<file path="src/rtl/uart_rx_ctrl.sv">
// UART receiver front-end: oversample tick generator, parity mode latch, and a
// show-ahead capture FIFO with overrun and error statistics.
module uart_rx_ctrl #(
    parameter int DATA_BITS  = 8,
    parameter int FIFO_DEPTH = 4,
    parameter int DIV_WIDTH  = 16
) (
    input  logic                          clk,
    input  logic                          reset,
    input  logic [DIV_WIDTH-1:0]          baud_div,
    input  logic                          rx_enable,
    input  logic                          parity_enable_cfg,
    input  logic                          flush,
    input  logic                          clear_overrun,
    output logic                          tick_16x,
    output logic                          parity_enable,
    input  logic [DATA_BITS-1:0]          rx_data,
    input  logic                          data_ready,
    input  logic                          parity_err,
    input  logic                          frame_err,
    output logic [DATA_BITS-1:0]          m_data,
    output logic                          m_perr,
    output logic                          m_ferr,
    output logic                          m_valid,
    input  logic                          m_ready,
    output logic [$clog2(FIFO_DEPTH):0]   fifo_count,
    output logic                          overrun,
    output logic [7:0]                    err_count
);

    localparam int PW = $clog2(FIFO_DEPTH);
    localparam int CW = PW + 1;
    localparam int EW = DATA_BITS + 2;

    logic [DIV_WIDTH-1:0] div_cnt_q, div_cnt_d;
    logic                 tick_q, tick_d;
    logic                 par_en_q, par_en_d;
    logic                 dr_q, dr_d;
    logic [EW-1:0]        mem_q [FIFO_DEPTH];
    logic [EW-1:0]        mem_d [FIFO_DEPTH];
    logic [PW-1:0]        wr_ptr_q, wr_ptr_d, rd_ptr_q, rd_ptr_d;
    logic [CW-1:0]        count_q, count_d;
    logic                 m_valid_q, m_valid_d;
    logic                 overrun_q, overrun_d;
    logic [7:0]           err_cnt_q, err_cnt_d;

    logic push_req, full, pop, do_push, do_pop, drop, has_err;

    // Host handshake: the head entry is transferred on any cycle where
    // m_valid && m_ready; m_valid never depends on m_ready.
    always_comb begin
        push_req = data_ready && !dr_q && rx_enable;
        full     = (count_q == CW'(FIFO_DEPTH));
        pop      = m_valid_q && m_ready;
        has_err  = parity_err || frame_err;
        do_push  = push_req && (!full || pop) && !flush;
        do_pop   = pop && !flush;
        drop     = push_req && full && !pop && !flush;

        div_cnt_d = '0;
        tick_d    = 1'b0;
        if (rx_enable) begin
            if (div_cnt_q >= baud_div) begin
                tick_d = 1'b1;
            end else begin
                div_cnt_d = div_cnt_q + DIV_WIDTH'(1);
            end
        end

        par_en_d = rx_enable ? par_en_q : parity_enable_cfg;
        dr_d     = data_ready;

        mem_d = mem_q;
        if (do_push) begin
            mem_d[wr_ptr_q] = {frame_err, parity_err, rx_data};
        end

        wr_ptr_d = wr_ptr_q;
        rd_ptr_d = rd_ptr_q;
        count_d  = count_q;
        if (flush) begin
            wr_ptr_d = '0;
            rd_ptr_d = '0;
            count_d  = '0;
        end else begin
            if (do_push) wr_ptr_d = wr_ptr_q + PW'(1);
            if (do_pop)  rd_ptr_d = rd_ptr_q + PW'(1);
            if (do_push && !do_pop)      count_d = count_q + CW'(1);
            else if (!do_push && do_pop) count_d = count_q - CW'(1);
        end
        m_valid_d = (count_d != '0);

        // A new drop outranks a simultaneous clear.
        overrun_d = drop ? 1'b1 : (clear_overrun ? 1'b0 : overrun_q);

        err_cnt_d = err_cnt_q;
        if (push_req && has_err && err_cnt_q != 8'hFF) begin
            err_cnt_d = err_cnt_q + 8'd1;
        end
    end

    always_ff @(posedge clk or negedge reset) begin
        if (!reset) begin
            div_cnt_q <= '0;
            tick_q    <= 1'b0;
            par_en_q  <= 1'b0;
            dr_q      <= 1'b0;
            for (int i = 0; i < FIFO_DEPTH; i++) mem_q[i] <= '0;
            wr_ptr_q  <= '0;
            rd_ptr_q  <= '0;
            count_q   <= '0;
            m_valid_q <= 1'b0;
            overrun_q <= 1'b0;
            err_cnt_q <= '0;
        end else begin
            div_cnt_q <= div_cnt_d;
            tick_q    <= tick_d;
            par_en_q  <= par_en_d;
            dr_q      <= dr_d;
            for (int i = 0; i < FIFO_DEPTH; i++) mem_q[i] <= mem_d[i];
            wr_ptr_q  <= wr_ptr_d;
            rd_ptr_q  <= rd_ptr_d;
            count_q   <= count_d;
            m_valid_q <= m_valid_d;
            overrun_q <= overrun_d;
            err_cnt_q <= err_cnt_d;
        end
    end

    assign tick_16x      = tick_q;
    assign parity_enable = par_en_q;
    assign m_data        = mem_q[rd_ptr_q][DATA_BITS-1:0];
    assign m_perr        = mem_q[rd_ptr_q][DATA_BITS];
    assign m_ferr        = mem_q[rd_ptr_q][DATA_BITS+1];
    assign m_valid       = m_valid_q;
    assign fifo_count    = count_q;
    assign overrun       = overrun_q;
    assign err_count     = err_cnt_q;

endmodule

</file>
<file path="config.mk">
export PLATFORM = sky130hd
export DESIGN_NAME = uart_rx_ctrl
export DESIGN_NICKNAME = d
export VERILOG_FILES = /design/src/rtl/uart_rx_ctrl.sv
export SDC_FILE = /design/constraint.sdc
export NUM_CORES = 1
export LEC_CHECK = 0
export BUFFER_PORTS_ARGS = -buffer_cell sky130_fd_sc_hd__buf_4
export CAP_MARGIN = 40
export CORE_MARGIN = 5
export CORE_UTILIZATION = 28
export DETAILED_ROUTE_END_ITERATION = 7
export HOLD_SLACK_MARGIN = 0.08
export SETUP_SLACK_MARGIN = 0.3
export SYNTH_ARGS = -nofsm -noshare
export SYNTH_HDL_FRONTEND = slang
export SYNTH_SLANG_ARGS = --single-unit
</file>
<file path="constraint.sdc">
create_clock -name clk -period 1.9 [get_ports clk]
set_clock_uncertainty 0.2 [all_clocks]
set_input_delay 0.095 -clock clk [delete_from_list [all_inputs] [get_ports clk]]
set_output_delay 0.095 -clock clk [all_outputs]
set_load 0.1 [all_outputs]
</file>
Word-level counts from Yosys, hierarchy flattened
Cells that the tools add are included.
{ "totals": {"output_inout_bits": 25, "in_bits": 34, "ff_bits": 76} }
{ "classes": {"n_bitwise": 2, "magnitude_cmp": 4, "n_mux": 19, "n_eq_ne": 2, "n_addsub": 6, "reduce_logical": 26} }
{ "op_table": {"columns": ["op", "n"], "rows": [
  ["40-bit bitwise mux", 1],
  ["16-bit two-way mux", 2],
  ["10-bit two-way mux", 3],
  ["10-bit binary-select mux with 2-bit select", 1],
  ["10-bit demux with 2-bit select", 1],
  ["16-bit by 1-bit adder with 16-bit output, second input constant", 1],
  ["16-bit greater-or-equal comparator", 1],
  ["1-bit logical AND", 14],
  ["3-bit two-way mux", 3],
  ["8-bit by 1-bit adder with 8-bit output, second input constant", 1],
  ["2-bit two-way mux", 4],
  ["8-bit inequality test, second input constant", 1],
  ["3-bit greater-or-equal comparator, second input constant", 2],
  ["1-bit logical NOT", 6],
  ["2-bit inverter with 3-bit output", 2],
  ["2-bit nonzero test", 3],
  ["2-bit by 1-bit adder with 2-bit output, second input constant", 2],
  ["1-bit two-way mux", 4],
  ["3-bit by 1-bit adder with 3-bit output, second input constant", 1],
  ["3-bit equality test, second input constant", 1],
  ["3-bit by 1-bit < comparator with 1-bit output, second input constant", 1],
  ["3-bit nonzero test", 1],
  ["3-bit by 1-bit subtractor with 3-bit output, second input constant", 1],
  ["1-bit logical OR", 2]
]} }

Longest topological paths before layout
Gate-level depths: netlist of run 1.
{ "depth": {"word_depth": 11, "depth_mapped": 8, "depth_no_buf": 7} }

Least setup slack after synthesis of run 1
No wires, ideal clock.
{ "synth_path": {"kind": "flip-flop to flip-flop", "start": "register count_q[0], in the netlist fifo_count[0]", "end": "register mem_q[12] in the netlist's numbering", "slack_ns": -0.787, "arrival_time_ns": 2.359, "required_ns": 1.572, "path_buffers": 0, "path_stages_with_launch": 7, "synth_period_minus_slack_ns": 2.687, "cell_sequence": "dfrtp_1 > inv_1 > ha_1 > nand3_1 > nor3b_4 > nand2_2 > mux2_1"} }
{ "synth_via": {"elab_chain_cells": 5} }
{ "synth_lines": {"columns": ["item", "line", "rtl"], "rows": [
  ["start: declaration", "42", "logic [CW-1:0] count_q, count_d;"],
  ["start signal: assignment", "123", "count_q <= count_d;"],
  ["3-bit equality test", "53", "full = (count_q == CW'(FIFO_DEPTH));"],
  ["1-bit logical NOT", "56", "do_push = push_req && (!full || pop) && !flush;"],
  ["1-bit logical OR", "56", null],
  ["1-bit logical AND (2 in series)", "56", null],
  ["end: declaration", "39", "logic [EW-1:0] mem_q [FIFO_DEPTH];"]
]} }
Every way passes these cells.
A chain may end at the register's enable or synchronous reset.

Worst setup path in the final report of run 1
{ "layout_path": {"start": "register div_cnt_q[7]", "end": "register tick_q, in the netlist tick_16x"} }
{ "layout_via": {"elab_chain_cells": 3} }
{ "layout_lines": {"columns": ["item", "line", "rtl"], "rows": [
  ["start: declaration", "35", "logic [DIV_WIDTH-1:0] div_cnt_q, div_cnt_d;"],
  ["start signal: assignment", "116", "div_cnt_q <= div_cnt_d;"],
  ["16-bit greater-or-equal comparator", "63", "if (div_cnt_q >= baud_div) begin"],
  ["1-bit two-way mux", "63", null],
  ["1-bit two-way mux", "62", "if (rx_enable) begin"],
  ["named net tick_d", "36", "logic tick_q, tick_d;"],
  ["end signal: assignment", "117", "tick_q <= tick_d;"],
  ["end: declaration", "36", null]
]} }
The timed path passes the listed nets, and every way through them passes these cells.

==> results.json, run 1 <==
{
  "maxCapViolations": 0,
  "fin_area_um2": 6130,
  "synth_top_cell_area_share_pct": 48.2,
  "first_global_vias": 3257,
  "avgSynthCellArea_um2": 12.0,
  "drive_gt1_share_pct": 50.1,
  "status": "finished, violations left",
  "tightestPinTransition_ps": 778,
  "rr_startpoint": "div_cnt_q[7]$_DFF_PN0_",
  "postPlaceCellArea_um2": 4970,
  "setup_violations": 62,
  "syn_inst": 330,
  "die_width_um": 129,
  "sw_frac_of_total_pct": 42.1,
  "vdd_drop_max_mv": 0.823,
  "syn_area_um2": 3950,
  "ys_ff_latch": 76,
  "grtUsageTotal_pct": 12.5,
  "async_reset_ff_share_pct": 100,
  "p_comb_share_pct": 45.4,
  "cts.path.max_buffers": 2,
  "ys_top_cells_by_count": "dfrtp_1, mux2_2, nand2_1",
  "syn_to_final_growth_pct": 55.3,
  "cp-start-kind": "flop",
  "timing.final.crit_share_pct": 107,
  "initial_core_util_pct": 28.4,
  "violations": "setup timing",
  "synth-seq-area-share_pct": 48.2,
  "rsz0062_at_grt": "true",
  "cell_internal_pwr_uw": 3940,
  "yosys_warnings": 0,
  "fp-row-count": 43,
  "drt-initial-drc-count": 141,
  "grt_max_degree": 61,
  "synth-xor-area-share_pct": 5.54,
  "multi_input_area_um2": 2460,
  "grt_pass1_wl_um": 16500,
  "synthMuxAreaShare_pct": 17.7,
  "gp_congestion": 0.771,
  "synth_edf_count": 0,
  "ys_top_cells_by_area": "dfrtp_1, mux2_2, ha_1, mux4_2, xnor2_1",
  "finalNetCount": 521,
  "drc_errors": 0,
  "r2r_slack_ps": -130,
  "p_seq_share_pct": 30.0,
  "routed_via_density": 4.59,
  "cts_tree": "built",
  "synth-compound-area-share_pct": 4.94,
  "cts.sinks": 76,
  "fin_tns_setup_ps": -2150,
  "synth_cell_types": 46,
  "reg2reg_depth": 7,
  "synth_most_common_cell": "dfrtp_1",
  "cts_max_level": 3,
  "synth_adder_area_share_pct": 7.92,
  "seq_area_um2": 1930,
  "die-area_um2": 16600,
  "num-fill-cells": 1298,
  "fmax_ghz": 0.493,
  "cp_data_arrival_time_ps": 2040,
  "cellLeakagePower_uw": 0.00289,
  "cpPeakStageDelay_ps": 420,
  "dp.final_hpwl_um": 6260,
  "ys_dominant_reg_cell": "dfrtp_1",
  "synth_top_cell_by_area": "dfrtp_1",
  "synth_top_family_by_area": "multiplexers",
  "io_pins": 59,
  "cp_cell_sequence": "ha_4 -> and3_4 -> a221o_1 -> nand2_2 -> o2111ai_4 -> buf_12 -> and2_1",
  "critPathKind": "flop to flop",
  "max_slew_margin_pct": 48.0,
  "port_buffers": 58,
  "endpoint_kind": "flop",
  "r2r_end": "tick_16x$_DFF_PN0_",
  "wl_per_cell_um": 15.5,
  "slew_violations": 0,
  "clk_pin_slew_worst_paths_ps": 70,
  "whs_ps": 122,
  "path_max_fanout": 17,
  "clk_latency_ps": 330,
  "finalHoldViolations": 0,
  "slowest_stage": "dfrtp_1",
  "wl_um": 10000,
  "min_period_ps": 2030,
  "coreArea_um2": 13900,
  "layout_setup_ws_ps": -127,
  "ant_nets": 0,
  "first_pass_iters": 4,
  "post-place-ws_ps": -167,
  "cts_buffers": 9,
  "vias": 2971,
  "p_clk_share_pct": 24.6,
  "yosys.area_share.simple_pct": 12.6,
  "hold_class": "input port to async pin",
  "cellPowerDensity_nw_per_um2": 1110,
  "num_antenna_cells": 0,
  "netSwitchingPower_uw": 2860,
  "grt_overflow_total": 0,
  "antenna_found_initial": 0,
  "die_y_um": 129,
  "clock_tree.root_cell": "clkbuf_16",
  "cp.required_ps": 1920,
  "synth.net_count": 389
}
how the worst max path moves through the flow:
stage / slack, ps / to / cells after the start / from
after global placement: -130 / tick_16x$_DFF_PN0_ / 7 / div_cnt_q[12]$_DFF_PN0_
final: -130 / tick_16x$_DFF_PN0_ / 7 / div_cnt_q[7]$_DFF_PN0_
after detailed placement: -170 / tick_16x$_DFF_PN0_ / 7 / div_cnt_q[12]$_DFF_PN0_
after global routing: -220 / tick_16x$_DFF_PN0_ / 7 / div_cnt_q[12]$_DFF_PN0_
after floorplan: -250 / mem_q[12]$_DFFE_PN0P_ / 6 / fifo_count[0]$_DFF_PN0_
after CTS: -160 / tick_16x$_DFF_PN0_ / 7 / div_cnt_q[7]$_DFF_PN0_
cell type report:
type | instances | area share [%]
clock buffers | 9 | 3.67
flip-flops and latches | 76 | 31.5
multi-input cells | 228 | 40.1
repair buffers | 124 | 18.5
inverters | 23 | 1.49
well taps | 180 | 3.67
clock inverters | 7 | 1.06
logic make-up (layout without fill, tap and decap cells):
family | Yosys count | count (layout)
AOI/OAI and AO/OA | 24 | 24
DFF | 76 | 76
buffers and inverters | 30 | 163
and+or+nand+nor | 98 | 102
adders and majority gates | 25 | 25
muxes | 52 | 52
xor gates and xnor gates | 25 | 25
what timing repair did:
action	in CTS	in global routing
gates cloned	4	0
hold buffers	18	3
endpoints found under the setup margin	77	98
hold endpoints to repair	144	27
pin swaps	15	12
buffers inserted	11	4
resized for setup	91	18
layout by cell type (no fill, tap or decap), drive strengths merged, types with 2 or more instances in the layout:
cell and instances:
dlygate4sd3 20, mux2 42, inv 28, and3 5, ha 25, a21oi 6, nor2 25, o21ai 4
nand4 5, nand3 10, nand2b 2, nor3b 6, o21a 2, nor4 2, nand2 35, a31oi 2
clkbuf 9, nor3 5, mux4 10, xor2 10, and2 2, dfrtp 76, buf 104, xnor2 15
registers in the layout (all words and copies together) (netlist names):
register and flops:
parity_enable 1, overrun 1, rd_ptr_q 2, m_valid 1
dr_q 1, wr_ptr_q 2, div_cnt_q 16, mem_q 40
fifo_count 3, err_count 8, tick_16x 1
worst max-delay path, delay by kind of cell, from the launching register on:
family | cells | cell delay (ps)
flip-flops | 1 | 420
buffers and inverters | 1 | 180
AND/OR/NAND/NOR | 3 | 410
AO/OA/AOI/OAI | 2 | 440
adder cells (fa/ha/maj) | 1 | 260
power by group through the flow:
stage / Clock [µW] / Sequential [µW] / Combinational [µW]
final: 1670 / 2040 / 3090
after global routing: 1770 / 2070 / 3230
after CTS: 1700 / 2030 / 2990
after detailed placement: 0 / 2050 / 2520
after global placement: 0 / 2040 / 2500
after floorplan: 0 / 2560 / 1400
per-stage QoR:
stage	cells	utilization [%]	power, µW
2_1_floorplan	330	-	3960
3_3_place_gp	592	35.8	4530
3_5_place_dp	592	35.8	4570
4_1_cts	641	43.1	6730
5_1_grt	647	44.2	7070
6_report	647	44.2	6800
per-layer routing:
metal	vias up	part of all wire (%)	GRT usage, %
met3	6	3.5	3.03
met2	52	49	20.9
met1	1484	46	16.7
met5	-	0	0
li1	1429	-	-
met4	0	0.65	2.16
Note: power is estimated with default switching activity, not from simulation.
==> run 2, diff against run 1 <==
- PLACE_DENSITY: default -> 0.52
==> results.json, run 2 (synthesis gave the netlist of run 1 again) <==
{
  "finalNetCount": 531,
  "dp.final_hpwl_um": 6400,
  "final_common_cell": "buf_4",
  "utilization_pct": 45.5,
  "reg2reg_depth": 7,
  "largest_reg_flops": 40,
  "clk_latency_ps": 330,
  "cts.sinks": 76,
  "status": "finished, violations left",
  "largest-register": "mem_q",
  "wl_um": 10500,
  "coreArea_um2": 13900,
  "path_max_fanout": 7,
  "r2r_end": "tick_16x$_DFF_PN0_",
  "antenna_found_initial": 0,
  "max_slew_margin_pct": 70.7,
  "postPlaceCellArea_um2": 4980,
  "cellLeakagePower_uw": 0.00301,
  "first_global_vias": 3224,
  "tightestPinTransition_ps": 440,
  "die_y_um": 129,
  "cts_tree": "built",
  "seq_area_um2": 1930,
  "holdBufCountCts": 18,
  "rsz0062_at_grt": "true",
  "r2r_slack_ps": -120,
  "cts_max_level": 3,
  "critPathKind": "flop to flop",
  "clock_tree.root_cell": "clkbuf_16",
  "cp_data_arrival_time_ps": 2040,
  "fmax_ghz": 0.495,
  "die_width_um": 129,
  "layout_setup_ws_ps": -118,
  "slew_violations": 0,
  "drt-initial-drc-count": 74,
  "cp-start-kind": "flop",
  "gp_congestion": 0.754,
  "grt_max_degree": 32,
  "port_buffers": 58,
  "grt_overflow_total": 0,
  "min_period_ps": 2020,
  "num_antenna_cells": 0,
  "num-fill-cells": 1294,
  "startpoint": "div_cnt_q[5]$_DFF_PN0_",
  "maxCapViolations": 0,
  "die-area_um2": 16600,
  "post-place-ws_ps": -149,
  "cp.required_ps": 1920,
  "clk_pin_slew_worst_paths_ps": 60,
  "cts_buffers": 9,
  "cts.path.max_buffers": 2,
  "setup_violations": 63,
  "io_pins": 59,
  "drive_gt1_share_pct": 53.9,
  "initial_core_util_pct": 28.4,
  "fp-row-count": 43,
  "grtUsageTotal_pct": 12.8,
  "rr_startpoint": "div_cnt_q[5]$_DFF_PN0_",
  "cp-endpoint": "tick_16x$_DFF_PN0_",
  "vdd_drop_max_mv": 0.683,
  "multi_input_area_um2": 2550,
  "place_inst": 594,
  "drc_errors": 0,
  "violations": "setup timing",
  "syn_to_final_growth_pct": 59.9,
  "hold_class": "input port to async pin",
  "cellPowerDensity_nw_per_um2": 1090,
  "fin_area_um2": 6310,
  "ant_nets": 0,
  "endpoint_kind": "flop",
  "routed_via_density": 4.63,
  "finalHoldViolations": 0,
  "vias": 3043,
  "grt_pass1_wl_um": 16600,
  "wl_per_cell_um": 15.9,
  "first_pass_iters": 4,
  "layout.cells.most_common_list": "buf_4, dfrtp_1, mux2_4",
  "timing.final.crit_share_pct": 106,
  "final_cells": 657
}
run 2: cell types whose count changed in the layout (fill, tap and decap cells not counted), moves of 3 or more:
cell | before | now
xnor2_1 | 14 | 9
xnor2_2 | 1 | 6
nor2_2 | 0 | 4
a21oi_2 | 3 | 0
buf_4 | 78 | 87
nor2_1 | 24 | 20
dlygate4sd3_1 | 20 | 17
run 2: layout make-up:
| class | instances | share of cell area [%] |
|---|---|---|
| inverters | 23 | 1.45 |
| clock inverters | 6 | 1.03 |
| multi-input cells | 228 | 40.4 |
| flip-flops and latches | 76 | 30.6 |
| clock buffers | 10 | 3.63 |
| well taps | 180 | 3.57 |
| repair buffers | 134 | 19.4 |
run 2: critical path, cell delays in order, from the launching register on:
cell	delay [ps]
dfrtp_1	390
ha_1	270
and3_4	170
a221o_1	360
nand2_2	90
o2111ai_4	130
buf_6	180
and2_1	130
run 2: layer usage:
layer	vias up	wire, µm	track usage [%]
li1	1454	-	-
met1	1511	4790	17.3
met2	62	5130	20.6
met3	16	336	2.24
met4	0	204	5.00
met5	-	0	0
run 2: where the power goes:
group          leakage, µW  internal [µW]  switching (µW)  total (µW)
clock             0.000143           1020             692        1710
sequential         0.00100           1860             190        2050
combinational      0.00186           1160            1940        3100
run 2: what timing repair did:
action	CTS	global route
buffers inserted	13	11
pin swaps	14	16
resized for setup	87	37
endpoints found under the setup margin	77	90
endpoints found under the hold margin	139	13
gates cloned	5	0
run 2: worst min path at each step:
stage	start	cells past startpoint	endpoint	slack, ps
6_report	reset	2	mem_q[22]$_DFFE_PN0P_	50
5_1_grt	reset	2	mem_q[22]$_DFFE_PN0P_	70
4_1_cts	reset	2	err_count[1]$_DFFE_PN0P_	50
3_5_place_dp	reset	1	mem_q[27]$_DFFE_PN0P_	-110
3_3_place_gp	reset	1	mem_q[27]$_DFFE_PN0P_	-110
2_1_floorplan	reset	0	div_cnt_q[0]$_DFF_PN0_	-400
run 2: through the flow:
stage / setup TNS, ps / hold WS [ps] / power, µW
after detailed placement: -4500 / -107 / 4580
after global routing: -6310 / 73.1 / 7150
after floorplan: -9960 / -401 / 3960
final: -2150 / 46.0 / 6870
after global placement: -2670 / -111 / 4540
after CTS: -1720 / 47.1 / 6720
